## config.mk

```make
export PLATFORM = sky130hd
export DESIGN_NAME = pipe_ctrl
export DESIGN_NICKNAME = d
export VERILOG_FILES = /design/src/rtl/pipe_ctrl.sv
export SDC_FILE = /design/constraint.sdc
export NUM_CORES = 1
export LEC_CHECK = 0
export CAP_MARGIN = 20
export CORE_MARGIN = 10
export CORE_UTILIZATION = 40
export DETAILED_ROUTE_END_ITERATION = 10
export GPL_ROUTABILITY_DRIVEN = 1
export HOLD_SLACK_MARGIN = 0.03
export PLACE_DENSITY = 0.85
export SKIP_LAST_GASP = 1
export SYNTH_ARGS = -nofsm -noshare
export SYNTH_HDL_FRONTEND = slang
export SYNTH_SLANG_ARGS = --single-unit
```

## constraint.sdc

```tcl
create_clock -name clk -period 2.93 [get_ports clk]
set_input_delay 0.7325 -clock clk [delete_from_list [all_inputs] [get_ports clk]]
set_output_delay 0.7325 -clock clk [all_outputs]
set_load 0.1 [all_outputs]
```

## src/rtl/pipe_ctrl.sv

```systemverilog
// Pipeline sequencer: turns hazard, stall, redirect and interrupt
// requests into one prioritised hold/flush/jump command per cycle.
module pipe_ctrl #(
  parameter int REDIR_CYCLES  = 2,
  parameter int MULTI_TIMEOUT = 64
) (
  input  logic        clk,
  input  logic        rst,
  input  logic [4:0]  id_rs1_raddr_i,
  input  logic [4:0]  id_rs2_raddr_i,
  input  logic        id_rs1_used_i,
  input  logic        id_rs2_used_i,
  input  logic        ex_is_load_i,
  input  logic        ex_reg_we_i,
  input  logic [4:0]  ex_reg_waddr_i,
  input  logic        jump_req_i,
  input  logic [31:0] jump_addr_i,
  input  logic        div_start_i,
  input  logic        div_done_i,
  input  logic        bus_hold_i,
  input  logic        int_req_i,
  input  logic [31:0] int_addr_i,
  output logic [2:0]  hold_flag_o,
  output logic [1:0]  flush_flag_o,
  output logic        jump_flag_o,
  output logic [31:0] jump_addr_o,
  output logic        int_ack_o,
  output logic [31:0] stall_cycles_o,
  output logic        stall_timeout_o
);

  localparam logic [1:0] S_RUN   = 2'd0;
  localparam logic [1:0] S_REDIR = 2'd1;
  localparam logic [1:0] S_MULTI = 2'd2;

  localparam logic [2:0] H_NONE = 3'd0;
  localparam logic [2:0] H_ID   = 3'd3;
  localparam logic [2:0] H_EX   = 3'd4;

  localparam logic [1:0] F_NONE = 2'd0;
  localparam logic [1:0] F_ID   = 2'd2;
  localparam logic [1:0] F_EX   = 2'd3;

  localparam logic [3:0] REDIR_LD = 4'(REDIR_CYCLES);
  localparam logic [7:0] TMO      = 8'(MULTI_TIMEOUT);

  // With no flush window a redirect goes straight back to RUN.
  localparam logic [1:0] S_AFTER =
    (REDIR_CYCLES == 0) ? S_RUN : S_REDIR;

  logic [1:0]  state_q, state_d;
  logic [3:0]  rcnt_q, rcnt_d;
  logic [7:0]  mcnt_q, mcnt_d;
  logic        tmo_q, tmo_d;
  logic [31:0] stall_q;

  logic [2:0]  hold;
  logic [1:0]  flush;
  logic        jflag;
  logic [31:0] jaddr;
  logic        ack;
  logic        load_use;

  assign load_use = ex_is_load_i & ex_reg_we_i
                  & (ex_reg_waddr_i != 5'd0)
                  & ((id_rs1_used_i
                      & (id_rs1_raddr_i == ex_reg_waddr_i))
                   | (id_rs2_used_i
                      & (id_rs2_raddr_i == ex_reg_waddr_i)));

  always_comb begin
    state_d = state_q;
    rcnt_d  = rcnt_q;
    mcnt_d  = mcnt_q;
    tmo_d   = tmo_q;
    hold    = H_NONE;
    flush   = F_NONE;
    jflag   = 1'b0;
    jaddr   = 32'd0;
    ack     = 1'b0;
    unique case (state_q)
      S_RUN: begin
        if (int_req_i && !bus_hold_i) begin
          jflag   = 1'b1;
          jaddr   = int_addr_i;
          flush   = F_EX;
          ack     = 1'b1;
          rcnt_d  = REDIR_LD;
          state_d = S_AFTER;
        end else if (jump_req_i) begin
          jflag   = 1'b1;
          jaddr   = jump_addr_i;
          flush   = F_EX;
          rcnt_d  = REDIR_LD;
          state_d = S_AFTER;
        end else if (div_start_i) begin
          hold    = H_EX;
          mcnt_d  = 8'd0;
          state_d = S_MULTI;
        end else if (bus_hold_i) begin
          hold = H_EX;
        end else if (load_use) begin
          hold = H_ID;
        end
      end
      S_REDIR: begin
        if (jump_req_i) begin
          jflag   = 1'b1;
          jaddr   = jump_addr_i;
          flush   = F_EX;
          rcnt_d  = REDIR_LD;
          state_d = S_AFTER;
        end else begin
          flush = F_ID;
          if (bus_hold_i) begin
            hold = H_EX;
          end else if (rcnt_q <= 4'd1) begin
            rcnt_d  = 4'd0;
            state_d = S_RUN;
          end else begin
            rcnt_d = rcnt_q - 4'd1;
          end
        end
      end
      S_MULTI: begin
        if (div_done_i) begin
          state_d = S_RUN;
        end else begin
          hold = H_EX;
          if (mcnt_q != 8'hff) begin
            mcnt_d = mcnt_q + 8'd1;
          end
          if (mcnt_d >= TMO) begin
            tmo_d = 1'b1;
          end
        end
      end
      default: state_d = S_RUN;
    endcase
  end

  always_ff @(posedge clk or negedge rst) begin
    if (!rst) begin
      state_q <= S_RUN;
      rcnt_q  <= 4'd0;
      mcnt_q  <= 8'd0;
      tmo_q   <= 1'b0;
      stall_q <= 32'd0;
    end else begin
      state_q <= state_d;
      rcnt_q  <= rcnt_d;
      mcnt_q  <= mcnt_d;
      tmo_q   <= tmo_d;
      if (hold != H_NONE) begin
        stall_q <= stall_q + 32'd1;
      end
    end
  end

  // Combinational command is forced quiet while reset is held.
  assign hold_flag_o     = rst ? hold  : H_NONE;
  assign flush_flag_o    = rst ? flush : F_NONE;
  assign jump_flag_o     = rst & jflag;
  assign jump_addr_o     = rst ? jaddr : 32'd0;
  assign int_ack_o       = rst & ack;
  assign stall_cycles_o  = stall_q;
  assign stall_timeout_o = tmo_q;

endmodule
```

==> flow_summary.yaml <==
critical_path:
  crit_slowest_cell: "clkdlybuf4s50_1"
  endpoint_kind: "output port"
  worst_ep_required_time_ps: 2200
  rr_startpoint: "state_q[0]$_DFFE_PN0P_"
  crit_fanout: 3
  crit_path_start_kind: "input port"
  rr_worst_depth: 7
  critPathMaxStageDelay_ps: 530
  worstSetupPathDepth: 6
  worstSetupPathType: "in2out"
  startpoint: "ex_reg_waddr_i[2]"
  crit_chain: "clkdlybuf4s50_1 -> xnor2_1 -> nand4_1 -> o22ai_2 -> and3_4 -> buf_12"
  cp.arrival_ps: 2130
  r2r-end: "stall_cycles_o[1]$_DFFE_PN0P_"
  crit_end: "hold_flag_o[0]"
  crit_buf_inv: 2
  crit_family: "buffers and inverters"
  rrSetupSlack_ps: 810
floorplanning:
  num_io_pins: 162
  die_x_um: 108
  core-area_um2: 7370
  die-area_um2: 11600
  initial_core_util_pct: 41.8
  die_y_um: 108
  rows: 31
clock_network:
  htree_levels: 2
  clk_latency_ps: 300
  cts_max_path_buffers: 2
  cts-root-buf: "clkbuf_8"
  cts_tree: "done"
  clock_sinks: 47
  clk_pin_slew_ps: 80
  cts_made_buffers: 5
placement:
  dp_hpwl_um: 9630
  dp.cells: 601
  placed_cell_area_um2: 5490
  numPortBuffers: 161
  gp_congestion: 0.837
  post-place-ws_ps: -246
drt:
  drc: 0
  ant_nets: 0
  wire_per_inst_um: 19.1
  drtPass1Iterations: 4
  num_vias: 3262
  routed_wl_um: 11700
  drt-vias-per-instance: 5.35
  drt_iter0_markers: 175
sta:
  whs_ps: 262
  period_needed_ps: 2860
  finalCritPeriodShare_pct: 97.8
  maxSlewViolCount: 0
  worst_clock_skew_ps: 7.39
  hold_viol: 0
  worst_slack_ps: 65.7
  fmax_mhz: 349
  relSlewSlack_pct: 64.1
  worst_pin_slew_ps: 538
  rsz0062_at_grt: "false"
  setup-violations-final: 0
  tns_ps: 0
cells_and_area:
  nets: 604
  fin_util_pct: 76.7
  drive_above_1_share_pct: 35.6
  area_growth_pct: 83.6
  fill_cells: 469
  final_cell_area_um2: 5650
  final_cell_count_no_fill: 610
  antenna_cells: 0
logic_synthesis:
  synthCells: 335
  synth_area_leader_cell: "dfrtp_1"
  ys_ff_latch: 47
  seq_area_frac_synth_pct: 38.2
  netlist_top_cells_area: "dfrtp_1 38%, xor2_1 8.0%, a22oi_1 7.8%"
  async_flop_share_pct: 100
  yosysWarnings: 0
  yosys.area_share.simple_pct: 28.9
  synth_most_common_cell: "nor2_1"
  yosys.area.top_type_share_pct: 38.2
  yosys-top-cells-count: "51 x nor2_1, 47 x dfrtp_1, 32 x a22oi_1"
  yosys.area_share.xor_xnor_pct: 12.2
  yosysUniqueCellTypes: 49
  syn_area_um2: 3080
  synth_edf_count: 0
  synth_compound_area_share_pct: 14.6
  syn_nets: 429
  postSynthAreaPerCell_um2: 9.19
  synth_top_family_by_area: "simple AND/OR/NAND/NOR gates"
  synthAdderAreaFrac_pct: 1.63
  dominantRegCellSynth: "dfrtp_1"
  synth_mux_area_share_pct: 0.732
global_route:
  grt_max_degree: 45
  grt_pass1_vias: 3629
  grt_pass1_wl_um: 18700
  grt.total_usage_pct: 19.8
  grt_antenna_before_repair: 0
  grt_overflow: 0
min_path:
  min_path_type: "in2async"
pwr:
  p_per_area_nw_per_um2: 509
  cellLeakagePower_nw: 2.40
  vdd_ir_drop_max_mv: 0.245
  p_total_mw: 2.87
run:
  max_cap_violations: 0
outcome:
  status: "finished, final reports clean"
## flip-flops by register name, summed over array words and instances (netlist names)
register / flops
stall_cycles_o: 32
mcnt_q: 8
state_q: 2
stall_timeout_o: 1
rcnt_q: 4
## layout make-up
cell class                 count  area [µm²]  area share, %
timing repair buffer         185        2120           37.5
multi-input combinational    265        2120           37.5
sequential                    47        1180           20.8
tap                           99         124           2.19
clock buffer                   5        68.8           1.22
inverter                       6        22.5          0.399
clock inverter                 3        18.8          0.332
## cell families (layout without fill, tap and decap cells)
family / after synthesis / count (layout)
AO/OA/AOI/OAI: 66 / 66
XOR/XNOR: 43 / 43
adder cells (fa/ha/maj): 4 / 4
buffers and inverters: 23 / 199
flip-flops: 47 / 47
multiplexers: 2 / 2
AND/OR/NAND/NOR: 150 / 150
## worst reg2reg max path, stage by stage, from the launching register on
cell,delay (ps)
dfrtp_1,430
buf_4,220
nor2_1,80
a21o_1,180
a21oi_1,270
a21boi_4,250
buf_12,220
mux2_2,370
## per-layer routing
| metal | GRT usage, % | wire (µm) |
|---|---|---|
| met5 | 0 | 0 |
| met4 | 5.44 | 202 |
| met1 | 19.0 | 3920 |
| met3 | 10.8 | 1420 |
| met2 | 35.9 | 6130 |
## where the power goes
| group | leakage [nW] | internal [mW] | switching, mW |
|---|---|---|---|
| Sequential | 0.605 | 0.744 | 0.125 |
| Combinational | 1.75 | 0.527 | 1.09 |
| Clock | 0.0483 | 0.168 | 0.222 |
| Total | 2.40 | 1.44 | 1.43 |
## cells in the final DEF, fill, tap and decap left out, types with 3 or more instances in the layout
cell type        count
nor2_1              16
o21ai_0             11
inv_1                6
buf_12              41
dlymetal6s2s_1       3
nor2_2               5
nand2_1             20
dlygate4sd2_1        3
nor4b_2              3
nor3_1              14
a22oi_2              9
ha_1                 4
nand4_1              8
a21oi_1             10
nand2b_1             4
nand3_1             12
and3_1               8
clkdlybuf4s50_1     80
xnor2_1             15
xor2_1              28
a22oi_1             23
buf_4               53
nor3b_2              3
nor2_4              32
clkbuf_8             5
dfrtp_1             47
## worst min-delay path by stage
stage,to,depth (start not counted)
finish,rcnt_q[2]$_DFFE_PN0P_,1
global route,rcnt_q[2]$_DFFE_PN0P_,1
CTS,rcnt_q[2]$_DFFE_PN0P_,1
detailed placement,stall_cycles_o[31]$_DFFE_PN0P_,1
global placement,stall_cycles_o[31]$_DFFE_PN0P_,1
floorplan,mcnt_q[0]$_DFFE_PN0P_,0
## timing repair
item	4_1_cts	5_1_grt
resized for setup	14	13
setup buffers	1	0
setup endpoints to repair	36	34
hold buffers	0	0
pin swaps	3	2
Note: power is estimated with default switching activity, not from simulation.
